<file path="config.mk">
export PLATFORM = sky130hd
export DESIGN_NAME = lsu_bus_ctrl
export DESIGN_NICKNAME = d
export VERILOG_FILES = /design/src/rtl/lsu_pkg.sv /design/src/rtl/lsu_strb_gen.sv /design/src/rtl/lsu_bus_ctrl.sv
export SDC_FILE = /design/constraint.sdc
export NUM_CORES = 1
export LEC_CHECK = 0
export ABC_CLOCK_PERIOD_IN_PS = 2440
export BUFFER_PORTS_ARGS = -buffer_cell sky130_fd_sc_hd__buf_4
export CAP_MARGIN = 20
export CORE_MARGIN = 1
export CORE_UTILIZATION = 52
export DETAILED_ROUTE_END_ITERATION = 10
export GPL_ROUTABILITY_DRIVEN = 1
export PLACE_DENSITY_LB_ADDON = 0.08
export SYNTH_ARGS = -nofsm -noshare
export SYNTH_HDL_FRONTEND = slang
export SYNTH_HIERARCHICAL = 1
export SYNTH_SLANG_ARGS = --single-unit
</file>
<file path="constraint.sdc">
create_clock -name clk_in -period 2.44 [get_ports clk_in]
set_clock_uncertainty 0.05 [all_clocks]
set_input_delay 0.122 -clock clk_in [delete_from_list [all_inputs] [get_ports clk_in]]
set_output_delay 0.122 -clock clk_in [all_outputs]
set_load 0.01 [all_outputs]
</file>
<file path="src/rtl/lsu_pkg.sv">
// Shared types for the LSU bus controller: FSM states, access-size codes, load-unit control layout.
package lsu_pkg;

  localparam int unsigned XLEN   = 32;
  localparam int unsigned STRB_W = XLEN / 8;

  typedef enum logic [1:0] {
    ST_IDLE = 2'd0,
    ST_ADDR = 2'd1,
    ST_DATA = 2'd2
  } lsu_state_e;

  localparam logic [1:0] SZ_BYTE = 2'b00;
  localparam logic [1:0] SZ_HALF = 2'b01;
  localparam logic [1:0] SZ_WORD = 2'b10;

  // Handed to the load unit alongside the raw read word for lane select and extension.
  typedef struct packed {
    logic       is_unsigned;
    logic [1:0] size;
    logic [1:0] offset;
  } lu_ctrl_t;

  localparam int unsigned LU_CTRL_W = $bits(lu_ctrl_t);

  // Size code 2'b11 is treated as a word access.
  function automatic logic is_misaligned(input logic [1:0] size, input logic [1:0] offset);
    return ((size == SZ_HALF) && offset[0]) || ((size >= SZ_WORD) && (offset != 2'b00));
  endfunction

endpackage

</file>
<file path="src/rtl/lsu_strb_gen.sv">
// Byte-lane strobe generation and store-data lane replication for a sub-word access.
module lsu_strb_gen
  import lsu_pkg::*;
(
  input  logic [1:0]        size,
  input  logic [1:0]        offset,
  input  logic [XLEN-1:0]   data,
  output logic [STRB_W-1:0] strb,
  output logic [XLEN-1:0]   data_rep
);

  always_comb begin
    strb     = '0;
    data_rep = '0;
    case (size)
      SZ_BYTE: begin
        strb     = STRB_W'(4'b0001 << offset);
        data_rep = {4{data[7:0]}};
      end
      SZ_HALF: begin
        strb     = offset[1] ? 4'b1100 : 4'b0011;
        data_rep = {2{data[15:0]}};
      end
      default: begin
        strb     = 4'b1111;
        data_rep = data;
      end
    endcase
  end

endmodule

</file>
<file path="src/rtl/lsu_bus_ctrl.sv">
// Single-outstanding LSU to AHB-style bus controller with registered load-unit handoff.
// Optional bus wait timeout is compiled in when LSU_TIMEOUT_EN is defined.
module lsu_bus_ctrl
  import lsu_pkg::*;
#(
  parameter int unsigned TIMEOUT_CYCLES = 16
) (
  input  logic                 clk_in,
  input  logic                 rst_in,
  input  logic                 req_valid_in,
  input  logic                 req_we_in,
  input  logic [XLEN-1:0]      req_addr_in,
  input  logic [XLEN-1:0]      req_wdata_in,
  input  logic [1:0]           req_size_in,
  input  logic                 req_unsigned_in,
  output logic [XLEN-1:0]      ahb_addr_out,
  output logic [XLEN-1:0]      ahb_wdata_out,
  output logic [STRB_W-1:0]    ahb_strb_out,
  output logic                 ahb_write_out,
  output logic                 ahb_trans_out,
  input  logic                 ahb_ready_in,
  input  logic                 ahb_resp_in,
  input  logic [XLEN-1:0]      ahb_rdata_in,
  output logic [XLEN-1:0]      lu_data_out,
  output logic [LU_CTRL_W-1:0] lu_ctrl_out,
  output logic                 lu_valid_out,
  output logic                 stall_out,
  output logic                 misaligned_out,
  output logic                 bus_err_out
);

  lsu_state_e state, state_nxt;

  logic                misaligned_c, accept_c, timeout_c;
  logic [STRB_W-1:0]   strb_c;
  logic [XLEN-1:0]     wdata_c;

  logic [XLEN-1:0]     addr_d, wdata_d, data_d;
  logic [STRB_W-1:0]   strb_d;
  logic                write_d, trans_d, lu_valid_d, mis_d, bus_err_d;
  lu_ctrl_t            ctrl_d;

  lsu_strb_gen u_strb_gen (
    .size     (req_size_in),
    .offset   (req_addr_in[1:0]),
    .data     (req_wdata_in),
    .strb     (strb_c),
    .data_rep (wdata_c)
  );

  assign misaligned_c = is_misaligned(req_size_in, req_addr_in[1:0]);
  assign accept_c     = (state == ST_IDLE) && req_valid_in && !misaligned_c;

`ifdef LSU_TIMEOUT_EN
  localparam int unsigned CNT_W = $clog2(TIMEOUT_CYCLES + 1);

  logic [CNT_W-1:0] wait_cnt;
  logic             waiting_c;

  assign waiting_c = (state != ST_IDLE) && !ahb_ready_in;
  assign timeout_c = waiting_c && (wait_cnt == CNT_W'(TIMEOUT_CYCLES - 1));

  // Counts slave wait cycles across both bus phases of one transfer.
  always_ff @(posedge clk_in) begin
    if (rst_in || accept_c) begin
      wait_cnt <= '0;
    end else if (waiting_c) begin
      wait_cnt <= wait_cnt + CNT_W'(1);
    end
  end
`else
  logic unused_timeout_cfg;

  assign timeout_c          = 1'b0;
  assign unused_timeout_cfg = ^32'(TIMEOUT_CYCLES);
`endif

  always_ff @(posedge clk_in) begin
    if (rst_in) begin
      state <= ST_IDLE;
    end else begin
      state <= state_nxt;
    end
  end

  always_comb begin
    state_nxt = state;
    case (state)
      ST_IDLE: if (accept_c) state_nxt = ST_ADDR;
      ST_ADDR: begin
        if (ahb_ready_in)   state_nxt = ST_DATA;
        else if (timeout_c) state_nxt = ST_IDLE;
      end
      ST_DATA: if (ahb_ready_in || timeout_c) state_nxt = ST_IDLE;
      default: state_nxt = ST_IDLE;
    endcase
  end

  // Next values for the registered outputs; bus fields hold until the next accepted request.
  always_comb begin
    addr_d     = ahb_addr_out;
    wdata_d    = ahb_wdata_out;
    strb_d     = ahb_strb_out;
    write_d    = ahb_write_out;
    trans_d    = (state_nxt == ST_ADDR);
    data_d     = lu_data_out;
    ctrl_d     = lu_ctrl_t'(lu_ctrl_out);
    lu_valid_d = 1'b0;
    mis_d      = 1'b0;
    bus_err_d  = 1'b0;

    if (accept_c) begin
      addr_d  = {req_addr_in[XLEN-1:2], 2'b00};
      wdata_d = wdata_c;
      strb_d  = strb_c;
      write_d = req_we_in;
      ctrl_d  = '{is_unsigned: req_unsigned_in, size: req_size_in, offset: req_addr_in[1:0]};
    end

    if ((state == ST_IDLE) && req_valid_in && misaligned_c) begin
      mis_d = 1'b1;
    end

    if ((state == ST_DATA) && ahb_ready_in) begin
      if (!ahb_resp_in) begin
        bus_err_d = 1'b1;
      end else if (!ahb_write_out) begin
        lu_valid_d = 1'b1;
        data_d     = ahb_rdata_in;
      end
    end

    if (timeout_c) begin
      bus_err_d = 1'b1;
    end
  end

  always_ff @(posedge clk_in) begin
    if (rst_in) begin
      ahb_addr_out   <= '0;
      ahb_wdata_out  <= '0;
      ahb_strb_out   <= '0;
      ahb_write_out  <= 1'b0;
      ahb_trans_out  <= 1'b0;
      lu_data_out    <= '0;
      lu_ctrl_out    <= '0;
      lu_valid_out   <= 1'b0;
      misaligned_out <= 1'b0;
      bus_err_out    <= 1'b0;
    end else begin
      ahb_addr_out   <= addr_d;
      ahb_wdata_out  <= wdata_d;
      ahb_strb_out   <= strb_d;
      ahb_write_out  <= write_d;
      ahb_trans_out  <= trans_d;
      lu_data_out    <= data_d;
      lu_ctrl_out    <= ctrl_d;
      lu_valid_out   <= lu_valid_d;
      misaligned_out <= mis_d;
      bus_err_out    <= bus_err_d;
    end
  end

  // Pipeline hold is combinational so the accepting cycle already stalls.
  assign stall_out = !rst_in && (accept_c || (state == ST_ADDR) ||
                                 ((state == ST_DATA) && !ahb_ready_in));

endmodule
</file>
Yosys cells after proc, flatten, opt, wreduce, memory -nomap -nowiden. Cells that the tools add are included.

Equality and inequality tests: 4. Multiplexer cells: 10. Reduce and logical (&&, ||, !) cells: 20. Bitwise gates (word level): 3. Shift operators: 1. Order comparisons: 1.

Operators by type and width (number): $pmux W32 S2 (1); $logic_and A1 B1 Y1 (8); $pmux W4 S2 (1); $eq A2 B1 Y1 const B (3); $mux W2 (3); $pmux W2 S3 (1); $logic_not A2 Y1 (2); $mux W4 (1); $shl A1 B2 Y4 const A (1); $logic_not A1 Y1 (3); $logic_or A1 B1 Y1 (3); $mux W1 (3); $not A1 Y1 (3); $reduce_and A3 Y1 (1); $reduce_or A3 Y1 (1); $eq A2 B2 Y1 const B (1); $ge A2 B2 Y1 const B (1); $reduce_bool A2 Y1 (1); $reduce_or A2 Y1 (1).

Word-level logic and storage cells: 50. Bits of input ports: 105. Bits in registers: 110.

Depth between registers and ports, before layout. Gate-level depths: netlist of run 1.

Depth after elaboration: 8. Gate-level depth with buffers: 6. Mapped depth without buffers: 4.

Modules after synthesis. Netlist of run 1, hierarchy kept.

By module, submodules not included: lsu_bus_ctrl (seq. area each 2202.1 sq um, area an instance 4692.0 sq um, cells each 491, instances 1); lsu_strb_gen (seq. area each 0.0 sq um, area an instance 524.3 sq um, cells each 60, instances 1).

Least setup slack after synthesis of run 1. No wires, ideal clock.

Path type: register -> register. From: register state[1]. To: register ahb_addr_out[23]. Data arrival time: 1.344 ns. Cell stages (with the launch flop): 7. Path slack: 0.975 ns. Data required time: 2.318 ns. Library setup time: 0.072 ns. Clock period less this slack: 1.465 ns. Path through: dfxtp_1 nor3b_4 o21a_1 buf_4 buf_6 buf_12 mux2i_1.

Longest elaborated chain between the ends: 3.

RTL lines: start: declaration (RTL line lsu_bus_ctrl.sv:32) `lsu_state_e state, state_nxt;`; start signal: assignment (RTL line lsu_bus_ctrl.sv:82) `state <= state_nxt;`; $logic_not A2 Y1 (RTL line lsu_bus_ctrl.sv:52) `assign accept_c = (state == ST_IDLE) && req_valid_in && !misaligned_c;`; $logic_and A1 B1 Y1 (2 in series) (RTL line lsu_bus_ctrl.sv:52); end signal: assignment (RTL line lsu_bus_ctrl.sv:151) `ahb_addr_out <= addr_d;`; end: declaration (RTL line lsu_bus_ctrl.sv:16) `output logic [XLEN-1:0] ahb_addr_out,`.

No other way between the ends. A chain may end at the register's enable or synchronous reset.

Final worst setup path of run 1.
From: register state[1]. To: output stall_out.

Longest elaborated chain between the ends: 6. Elaborated cells between the ends (all ways): 9.

RTL lines: $logic_not A2 Y1 (RTL line lsu_bus_ctrl.sv:52); $logic_and A1 B1 Y1 (2 in series) (RTL line lsu_bus_ctrl.sv:52); $logic_or A1 B1 Y1 (RTL line lsu_bus_ctrl.sv:165) `assign stall_out = !rst_in && (accept_c || (state == ST_ADDR) ||`; $logic_or A1 B1 Y1 (*) (RTL line lsu_bus_ctrl.sv:165); $logic_and A1 B1 Y1 (*) (RTL line lsu_bus_ctrl.sv:165); end: declaration (RTL line lsu_bus_ctrl.sv:27) `output logic stall_out,`.

Every way passes the cells marked *; elsewhere a longest branch is shown, timed or not.

==> results.py, run 1 <==
metrics = {
    "run_status": {
        "status": "finished clean",
    },
    "route": {
        "vias": 4822,
        "first_pass_iters": 5,
        "viasPerCell": 5.13,
        "drt_wl_total_mm": 14.5,
        "wl_per_cell_um": 15.4,
        "drt_first_iter_violations": 159,
        "drc_errors": 0,
        "ant_nets": 0,
    },
    "global_routing": {
        "antenna_found_initial": 0,
        "grt_pass1_vias": 4590,
        "grt_max_degree": 151,
        "track_usage": 0.269,
        "grt-ovfl-total": 0,
        "grt_pass1_wl_mm": 21.9,
    },
    "clock_network": {
        "clk_pin_slew_worst_paths_ns": 0.09,
        "cts_tree": "done",
        "clock-root-buffer": "clkbuf_8",
        "cts_buffers": 9,
        "cts_max_level": 3,
        "cts.sinks": 110,
        "clockBufferDepth": 2,
        "post_cts_buffers": 0,
        "clock_latency_ns": 0.36,
    },
    "logic_synthesis": {
        "ys.flop_type": "dfxtp_1",
        "synth_warnings": 6,
        "async_reset_ff_frac": 0,
        "synth-edff-count": 0,
        "synth_seq_area_share": 0.422,
        "synthCells": 551,
        "avgSynthCellArea_um2": 9.47,
        "synthDistinctLibCells": 35,
        "syn_area_mm2": 0.00522,
        "ys_ff_latch": 110,
    },
    "critical_path": {
        "ff2ff_setup_slack_ns": 0.59,
        "arrival_ns": 1.70,
        "startpoint": "state[1]",
        "r2r_end": "ahb_wdata_out[26]",
        "critPathCaptureType": "output pin",
        "worstPathRequired_ns": 2.27,
        "setup.worst_path.end": "stall_out",
        "crit_path_start_kind": "register",
        "reg2reg_from": "state[1]",
        "reg2regPathDepth": 4,
        "critPathKind": "register to output pin",
        "critPathMaxFanout": 9,
    },
    "power": {
        "powerDensity_mw_per_mm2": 486,
        "ir_drop_mv": 0.272,
        "p_leak_nw": 3.25,
        "finalPower_mw": 3.72,
    },
    "die": {
        "top_level_ports": 216,
        "start_util": 0.536,
        "coreArea_mm2": 0.00973,
        "die_area_mm2": 0.0104,
        "rows": 36,
        "die-width_um": 102,
        "die_h_um": 102,
    },
    "place": {
        "dp_slack_ns": 0.600,
        "place_congestion": 0.786,
        "hpwl_mm": 9.15,
        "dp.cells": 853,
        "port-buffer-count": 213,
        "place_area_mm2": 0.00676,
    },
    "timing": {
        "fin_crit_sh": 0.766,
        "tightest_slew_ns": 1.00,
        "rsz0062_at_grt": "no",
        "clock.fmax_mhz": 535,
        "finalSetupTns_ns": 0,
        "report.final.slew_viol_count": 0,
        "relSlewSlack": 0.333,
        "min_period_ns": 1.87,
        "worst_slack_ns": 0.570,
        "setup-violations-final": 0,
        "timing.hold.ws_ns": 0.0563,
        "finalHoldViolCount": 0,
    },
    "flow_run": {
        "maxCapViolCount": 0,
    },
    "final_layout": {
        "finalNetCount": 910,
        "final_area_mm2": 0.00766,
        "utilization": 0.787,
        "drive_above_1_share": 0.330,
        "num-fill-cells": 641,
        "synthToLayoutAreaGrowth_pct": 46.8,
        "instances_no_fill": 940,
        "n_antenna_cell": 0,
    },
    "hold_path": {
        "min_path_cells": 3,
        "hold_path.class": "primary input to register",
    },
}
-- power by group --
group | leakage [nW] | switching [mW] | internal (mW)
sequential | 0.895 | 0.0519 | 1.88
clock | 0.0804 | 0.573 | 0.412
combinational | 2.27 | 0.344 | 0.461
total | 3.25 | 0.969 | 2.75
-- timing repair --
item	in CTS	in global routing
hold buffers	74	0
endpoints found under the hold margin	74	0
gates resized for setup	0	0
-- logic make-up after synthesis --
family	Yosys count	synth area share
muxes	93	0.182
DFF	110	0.422
other	1	0.000719
and+or+nand+nor	198	0.230
AOI/OAI and AO/OA	92	0.100
buffers and inverters	57	0.0650
-- worst max-delay path: stages (launching register included) --
cell and delay [ns]:
dfxtp_1 0.50, or3b_2 0.51, a31oi_1 0.17, buf_4 0.16
-- synth_stat cells (3+ instances only) --
cell type,number,area share
a211oi_1,4,0.0058
a21oi_1,37,0.036
buf_2,6,0.0058
buf_4,16,0.023
buf_6,4,0.0086
clkbuf_1,28,0.020
dfxtp_1,110,0.42
mux2_2,15,0.032
mux2i_1,77,0.15
nand2_1,8,0.0058
nand2b_1,141,0.17
nand3_1,32,0.031
nor2_1,3,0.0022
nor2b_1,3,0.0036
o21ai_0,34,0.033
o21ai_2,8,0.013
o21bai_1,4,0.0058
-- cells in the final DEF (no fill, tap or decap) --
master	n
clkbuf_1	1
or3b_2	2
nor2b_1	2
nor2_1	3
o21ai_0	34
o21ai_2	8
mux2_2	15
mux2_1	1
nor2_4	1
a21boi_0	1
nor4b_1	1
clkinvlp_4	1
buf_12	1
a211oi_1	4
o21ai_1	1
nand2b_1	141
nand3_1	32
o21ba_2	1
dlygate4sd3_1	74
o21bai_1	4
nand3b_1	2
nor3b_4	1
nand2_1	8
and3b_1	1
dfxtp_1	110
mux2i_1	77
clkbuf_8	11
a31oi_1	1
buf_4	223
a21oi_1	37
conb_1	2
nor3_1	2
nor2b_2	1
inv_1	1
o21a_4	1
nor4_1	1
-- sequential cells by signal, summed over array words and instances (netlist names) --
register,count
ahb_wdata_out,32
lu_data_out,32
ahb_addr_out,30
lu_ctrl_out,5
ahb_strb_out,4
state,2
ahb_trans_out,1
ahb_write_out,1
bus_err_out,1
lu_valid_out,1
misaligned_out,1
-- worst min-delay path by stage --
stage / from / to
global placement: ahb_resp_in / bus_err_out
finish: req_addr_in[0] / lu_ctrl_out[1]
floorplan: ahb_resp_in / bus_err_out
CTS: req_addr_in[0] / lu_ctrl_out[1]
global route: req_addr_in[0] / lu_ctrl_out[1]
detailed placement: ahb_resp_in / bus_err_out
-- per-layer routing --
metal,global-route usage,part of all wire,vias to the layer above
met5,0,0,-
met4,0.133,0.035,0
met3,0.0718,0.077,43
met2,0.454,0.48,194
met1,0.315,0.41,2227
li1,-,-,2358
-- cell type report --
class                      count  area (µm²)  share of cell area
clock inverter                 1        7.51            0.000980
inverter                       1        3.75            0.000490
timing repair buffer         298        2430               0.318
tap                          133         166              0.0217
multi-input combinational    385        2690               0.351
sequential                   110        2200               0.288
clock buffer                  12         155              0.0203
Note: power is estimated with default switching activity, not from simulation.
==> run 2: changes to the inputs <==
--- a/config.mk
+++ b/config.mk
@@ -5,11 +5,11 @@
 export SDC_FILE = /design/constraint.sdc
 export NUM_CORES = 1
 export LEC_CHECK = 0
-export ABC_CLOCK_PERIOD_IN_PS = 2440
+export ABC_CLOCK_PERIOD_IN_PS = 1900
 export BUFFER_PORTS_ARGS = -buffer_cell sky130_fd_sc_hd__buf_4
 export CAP_MARGIN = 20
 export CORE_MARGIN = 1
-export CORE_UTILIZATION = 52
+export CORE_UTILIZATION = 48
 export DETAILED_ROUTE_END_ITERATION = 10
 export GPL_ROUTABILITY_DRIVEN = 1
 export PLACE_DENSITY_LB_ADDON = 0.08
==> constraint.sdc (replaced) <==
create_clock -name clk_in -period 1.9 [get_ports clk_in]
set_clock_uncertainty 0.05 [all_clocks]
set_input_delay 0.095 -clock clk_in [delete_from_list [all_inputs] [get_ports clk_in]]
set_output_delay 0.095 -clock clk_in [all_outputs]
set_load 0.01 [all_outputs]
==> run 2 against run 1 <==
Count of clock-buffer cells in the layout fell by 2. Combinational power rose by 31%. Largest power group unchanged. Largest cell class unchanged. Non-clock buffer count rose by 6. Global-route usage fell by 1.4 points.
==> results.py, run 2 (synthesis results as in run 1) <==
metrics = {
    "clock_network": {
        "clock-root-buffer": "clkbuf_8",
        "post_cts_buffers": 0,
        "cts_max_level": 3,
        "clock_latency_ns": 0.35,
        "cts_buffers": 9,
        "cts.sinks": 110,
        "clk_pin_slew_worst_paths_ns": 0.10,
        "clockBufferDepth": 2,
        "cts_tree": "done",
    },
    "final_layout": {
        "final_common_cell": "buf_4",
        "synthToLayoutAreaGrowth_pct": 49.2,
        "final_cell_mix": "buf_4 (226), nand2b_1 (141), dfxtp_1 (109)",
        "final_area_mm2": 0.00778,
        "finalNetCount": 916,
        "drive_above_1_share": 0.338,
        "utilization": 0.747,
        "reg_top3": "ahb_wdata_out (32), lu_data_out (32), ahb_addr_out (30)",
        "n_antenna_cell": 0,
    },
    "route": {
        "drt_first_iter_violations": 230,
        "vias": 4836,
        "drt_wl_total_mm": 14.4,
        "viasPerCell": 5.08,
        "ant_nets": 0,
        "first_pass_iters": 4,
        "wl_per_cell_um": 15.2,
        "drc_errors": 0,
    },
    "critical_path": {
        "critPathKind": "primary input to output pin",
        "critPathCaptureType": "output pin",
        "critPathMaxFanout": 5,
        "worst-path-buf-inv": 3,
        "path_delay_family": "buffers and inverters",
        "cp_common_cell": "buf_4",
        "arrival_ns": 1.65,
        "crit_path_start_kind": "primary input",
        "slowest_stage": "dlygate4sd3_1",
        "worstPathRequired_ns": 1.75,
        "critical-path-max-stage-delay_ns": 0.55,
        "crit_chain": "dlygate4sd3_1, buf_4, or3b_2, a31oi_1, buf_4",
    },
    "place": {
        "place_congestion": 0.813,
        "hpwl_mm": 9.42,
        "port-buffer-count": 213,
        "place_area_mm2": 0.00682,
    },
    "die": {
        "start_util": 0.501,
        "die-width_um": 106,
        "top_level_ports": 216,
        "die_h_um": 106,
        "rows": 37,
        "coreArea_mm2": 0.0104,
        "die_area_mm2": 0.0113,
    },
    "global_routing": {
        "use_met3": 0.0521,
        "use_met1": 0.296,
        "grt_pass1_vias": 4881,
        "antenna_found_initial": 0,
        "use_met2": 0.443,
        "grt_pass1_wl_mm": 23.0,
        "grt_max_degree": 60,
        "top_usage_layer": "met2",
        "track_usage": 0.255,
        "grt-ovfl-total": 0,
    },
    "power": {
        "pwr-share-seq": 0.497,
        "switching_share": 0.264,
        "power_switching_mw": 1.31,
        "ir_drop_mv": 0.328,
        "p_comb_frac": 0.211,
        "p_int_mw": 3.67,
        "powerDensity_mw_per_mm2": 641,
        "power.share.clock": 0.292,
        "p_leak_nw": 3.31,
    },
    "hold_path": {
        "hold_path.class": "primary input to register",
    },
    "timing": {
        "finalHoldViolCount": 0,
        "fin_crit_sh": 0.945,
        "report.final.slew_viol_count": 0,
        "setup-violations-final": 0,
        "finalSetupTns_ns": 0,
        "clock.fmax_mhz": 557,
        "rsz0062_at_grt": "no",
        "min_period_ns": 1.80,
    },
    "run_status": {
        "status": "finished clean",
    },
    "flow_run": {
        "maxCapViolCount": 0,
    },
}
-- run 2: final timing paths --
| kind | from | end | slack (ns) | depth (start not counted) |
|---|---|---|---|---|
| max | ahb_ready_in | stall_out | 0.10 | 5 |
| max reg2reg | state[0] | ahb_addr_out[27] | 0.25 | 4 |
| min reg2reg | ahb_addr_out[26] | ahb_addr_out[26] | 0.43 | 2 |
| min | req_size_in[0] | lu_ctrl_out[2] | 0.03 | 3 |
-- run 2: worst register-to-register path: cells and delay by family, from the launching register on --
family | cells | cell delay [ns]
flops | 1 | 0.40
simple gates | 1 | 0.34
buf+inv | 1 | 0.32
mux | 1 | 0.24
compound gates | 1 | 0.23
-- run 2: stage by stage --
stage                     power [mW]  hold WS, ns  instances  worst slack, ns
after CTS                       5.02       0.0127        952           0.0230
after floorplan                 3.03        0.124        552            0.435
after global placement          3.43        0.232        861            0.364
after global routing            5.21       0.0313        952           0.0406
final                           4.98       0.0290        952            0.104
after detailed placement        3.45        0.237        861            0.257
-- run 2: layout make-up --
type | count | area [µm²]
Clock buffer | 10 | 138
Fill cell | 709 | 2640
Clock inverter | 6 | 70.1
Timing Repair Buffer | 304 | 2510
Sequential cell | 110 | 2200
Inverter | 1 | 3.75
Multi-Input combinational cell | 385 | 2690
Tap cell | 136 | 170
-- run 2: what timing repair did --
item	in CTS	in global routing
hold buffers	75	0
endpoints found under the setup margin	0	1
hold endpoints to repair	75	0
gates resized for setup	0	1
-- run 2: per-layer routing --
layer	vias to the layer above	part of all wire
met3	40	0.070
met4	0	0.037
met5	-	0
met2	195	0.49
li1	2375	-
met1	2226	0.41
-- run 2: power groups by stage --
stage	combinational [mW]	clock (mW)	sequential [mW]
2_1_floorplan	0.459	0	2.57
3_3_place_gp	0.905	0	2.52
3_5_place_dp	0.924	0	2.53
4_1_cts	1.05	1.50	2.48
5_1_grt	1.13	1.59	2.49
6_report	1.05	1.46	2.48
==> run 3: changes to the inputs <==
--- a/config.mk
+++ b/config.mk
@@ -9,11 +9,11 @@
 export BUFFER_PORTS_ARGS = -buffer_cell sky130_fd_sc_hd__buf_4
 export CAP_MARGIN = 20
 export CORE_MARGIN = 1
-export CORE_UTILIZATION = 48
+export CORE_UTILIZATION = 47
+export CTS_CLUSTER_DIAMETER = 80
 export DETAILED_ROUTE_END_ITERATION = 10
 export GPL_ROUTABILITY_DRIVEN = 1
 export PLACE_DENSITY_LB_ADDON = 0.08
 export SYNTH_ARGS = -nofsm -noshare
 export SYNTH_HDL_FRONTEND = slang
-export SYNTH_HIERARCHICAL = 1
 export SYNTH_SLANG_ARGS = --single-unit
==> constraint.sdc (replaced) <==
create_clock -name clk_in -period 1.9 [get_ports clk_in]
set_clock_uncertainty 0.05 [all_clocks]
set_input_delay 0.19 -clock clk_in [delete_from_list [all_inputs] [get_ports clk_in]]
set_output_delay 0.19 -clock clk_in [all_outputs]
set_load 0.01 [all_outputs]
==> run 3 against run 2 <==
Combinational power shrank 8%. Non-clock buffer count decreased by 59. Critical path type is now register to output pin. Synthesized cell count fell by 0.73%. Critical endpoint unchanged. Cell count shrank 8.6%. Count of clock-buffer cells in the layout shrank 1. Synthesized area fell by 8.5%.
==> results.py, run 3 <==
metrics = {
    "route": {
        "ant_nets": 0,
        "first_pass_iters": 5,
        "wl_per_cell_um": 16.9,
        "drt_first_iter_violations": 266,
        "vias": 5082,
        "drt_wl_total_mm": 14.7,
        "viasPerCell": 5.84,
        "drc_errors": 0,
    },
    "logic_synthesis": {
        "syn_area_mm2": 0.00477,
        "ys_ff_latch": 110,
        "synth_warnings": 0,
        "ys.flop_type": "dfxtp_1",
        "synth_top_cell_by_area": "dfxtp_1",
        "synth_seq_area_share": 0.461,
        "synth-edff-count": 0,
        "avgSynthCellArea_um2": 8.73,
        "synth_top_area_frac": 0.461,
        "synthCells": 547,
        "synth_common_cells": "dfxtp_1 (110), a21oi_1 (76), clkbuf_1 (48), o21ai_0 (43)",
        "async_reset_ff_frac": 0,
        "synth_area_leaders": "dfxtp_1 (46%), a21oi_1 (8.0%), o31ai_1 (6.4%), nand4_1 (5.4%), o21ai_0 (4.5%)",
        "synthDistinctLibCells": 43,
        "synth_most_common_cell": "dfxtp_1",
    },
    "final_layout": {
        "reg_top3": "ahb_wdata_out (32), lu_data_out (32), ahb_addr_out (30)",
        "finalNetCount": 837,
        "synthToLayoutAreaGrowth_pct": 42.1,
        "multi_input_comb_area_mm2": 0.00229,
        "final_common_cell": "buf_4",
        "num-fill-cells": 847,
        "n_antenna_cell": 0,
        "utilization": 0.691,
        "drive_above_1_share": 0.366,
        "final_cell_mix": "buf_4 (233), dfxtp_1 (109), a21oi_1 (76)",
        "seqCellArea_mm2": 0.00220,
    },
    "critical_path": {
        "arrival_ns": 1.56,
        "crit_chain": "nor3b_4, nand3_2, a31oi_2, buf_4",
        "worstPathRequired_ns": 1.66,
        "path_delay_family": "simple AND/OR/NAND/NOR gates",
        "reg2reg_from": "state[0]",
        "critical-path-max-stage-delay_ns": 0.39,
        "critPathCaptureType": "output pin",
        "crit_path_start_kind": "register",
        "worst-path-buf-inv": 1,
        "critPathMaxFanout": 8,
        "slowest_stage": "dfxtp_1",
        "startpoint": "state[0]",
        "critPathKind": "register to output pin",
    },
    "place": {
        "hpwl_mm": 9.96,
        "port-buffer-count": 213,
        "place_congestion": 0.859,
    },
    "die": {
        "die_h_um": 103,
        "coreArea_mm2": 0.00982,
        "rows": 36,
        "die-width_um": 103,
        "die_area_mm2": 0.0106,
        "start_util": 0.486,
        "top_level_ports": 216,
    },
    "timing": {
        "fin_crit_sh": 0.947,
        "clock.fmax_mhz": 556,
        "finalHoldViolCount": 0,
        "min_period_ns": 1.80,
        "tightest_slew_ns": 0.496,
        "setup-violations-final": 0,
        "report.final.slew_viol_count": 0,
        "relSlewSlack": 0.667,
    },
    "power": {
        "p_leak_nw": 2.82,
        "ir_drop_mv": 0.320,
        "powerDensity_mw_per_mm2": 729,
        "finalPower_mw": 4.94,
    },
    "global_routing": {
        "grt-ovfl-total": 0,
        "grt_max_degree": 47,
        "grt_pass1_wl_mm": 22.9,
        "grt_pass1_vias": 4624,
        "antenna_found_initial": 0,
        "track_usage": 0.275,
    },
    "clock_network": {
        "post_cts_buffers": 0,
        "cts_tree": "done",
        "cts_max_level": 3,
        "cts_buffers": 9,
        "clock-root-buffer": "clkbuf_8",
        "clk_pin_slew_worst_paths_ns": 0.12,
        "clockBufferDepth": 2,
        "clock_latency_ns": 0.38,
        "cts.sinks": 110,
    },
    "hold_path": {
        "hold_path.class": "primary input to register",
        "worstHoldStart": "req_addr_in[24]",
    },
    "flow_run": {
        "maxCapViolCount": 0,
    },
    "run_status": {
        "status": "finished clean",
    },
}
==> run 3: cell count changes in the layout (fill, tap and decap cells not counted), moves of 8 or more <==
cell and change:
a31oi_1 +18, a21oi_1 +39, o31ai_1 +41, nand2_1 +8, nand4_1 +41, nand2b_1 -132, mux2i_1 -61, o21ai_2 -8
o21ai_0 +9, dlygate4sd3_1 -65, a311oi_1 +11, o211ai_1 +8
==> run 3: metrics by stage <==
stage	cells	setup TNS (ns)	setup WS [ns]	hold WS (ns)	area, µm²
2_1_floorplan	548	0	0.366	0.219	4780
3_3_place_gp	844	0	0.279	0.326	6450
3_5_place_dp	844	0	0.229	0.331	6450
4_1_cts	866	0	0.00639	0.00000649	6730
5_1_grt	870	-0.00718	-0.00718	0.00499	6780
6_report	870	0	0.102	0.00840	6780
==> run 3: where the power goes <==
group	leakage (nW)	internal (mW)	total [mW]	switching [mW]
clock	0.105	0.642	1.50	0.860
combinational	1.82	0.460	0.966	0.506
sequential	0.896	2.41	2.47	0.0628
==> run 3: what timing repair did <==
| item | in CTS | in global routing |
|---|---|---|
| endpoints found under the hold margin | 6 | 4 |
| hold buffers | 6 | 4 |
| gates resized for setup | 1 | 3 |
| setup endpoints to repair | 1 | 1 |
| pin swaps | 0 | 1 |
==> run 3: cell families (layout without fill, tap and decap cells) <==
logic type	Yosys count	after routing	share of synthesized area
buf+inv	76	265	0.0671
mux	24	24	0.0524
other cells	1	2	0.000786
compound gates	216	216	0.276
simple gates	120	120	0.143
flops	110	110	0.461
==> run 3: final timing paths <==
kind | to | cells past startpoint | slack [ns]
worst max-delay path | stall_out | 4 | 0.10
worst min-delay path | ahb_addr_out[24] | 3 | 0.008
worst max register to register | ahb_strb_out[2] | 4 | 0.20
worst min register to register | ahb_wdata_out[30] | 2 | 0.43
==> run 3: cell type report <==
type	count	area share
sequential	110	0.325
inverter	4	0.00221
tap	133	0.0245
multi-input combinational	362	0.338
clock inverter	7	0.0131
timing repair buffer	245	0.279
clock buffer	9	0.0183
==> run 3: per-layer routing <==
layer	global-route usage	part of all wire
met2	0.436	0.47
met5	0	0
met1	0.363	0.42
met3	0.0610	0.080
met4	0.115	0.026
==> run 3: worst min-delay path: cells and delay by family <==
| kind | cells | cell delay, ns |
|---|---|---|
| AND/OR/NAND/NOR | 1 | 0.06 |
| AO/OA/AOI/OAI | 1 | 0.05 |
| buffers and inverters | 1 | 0.11 |
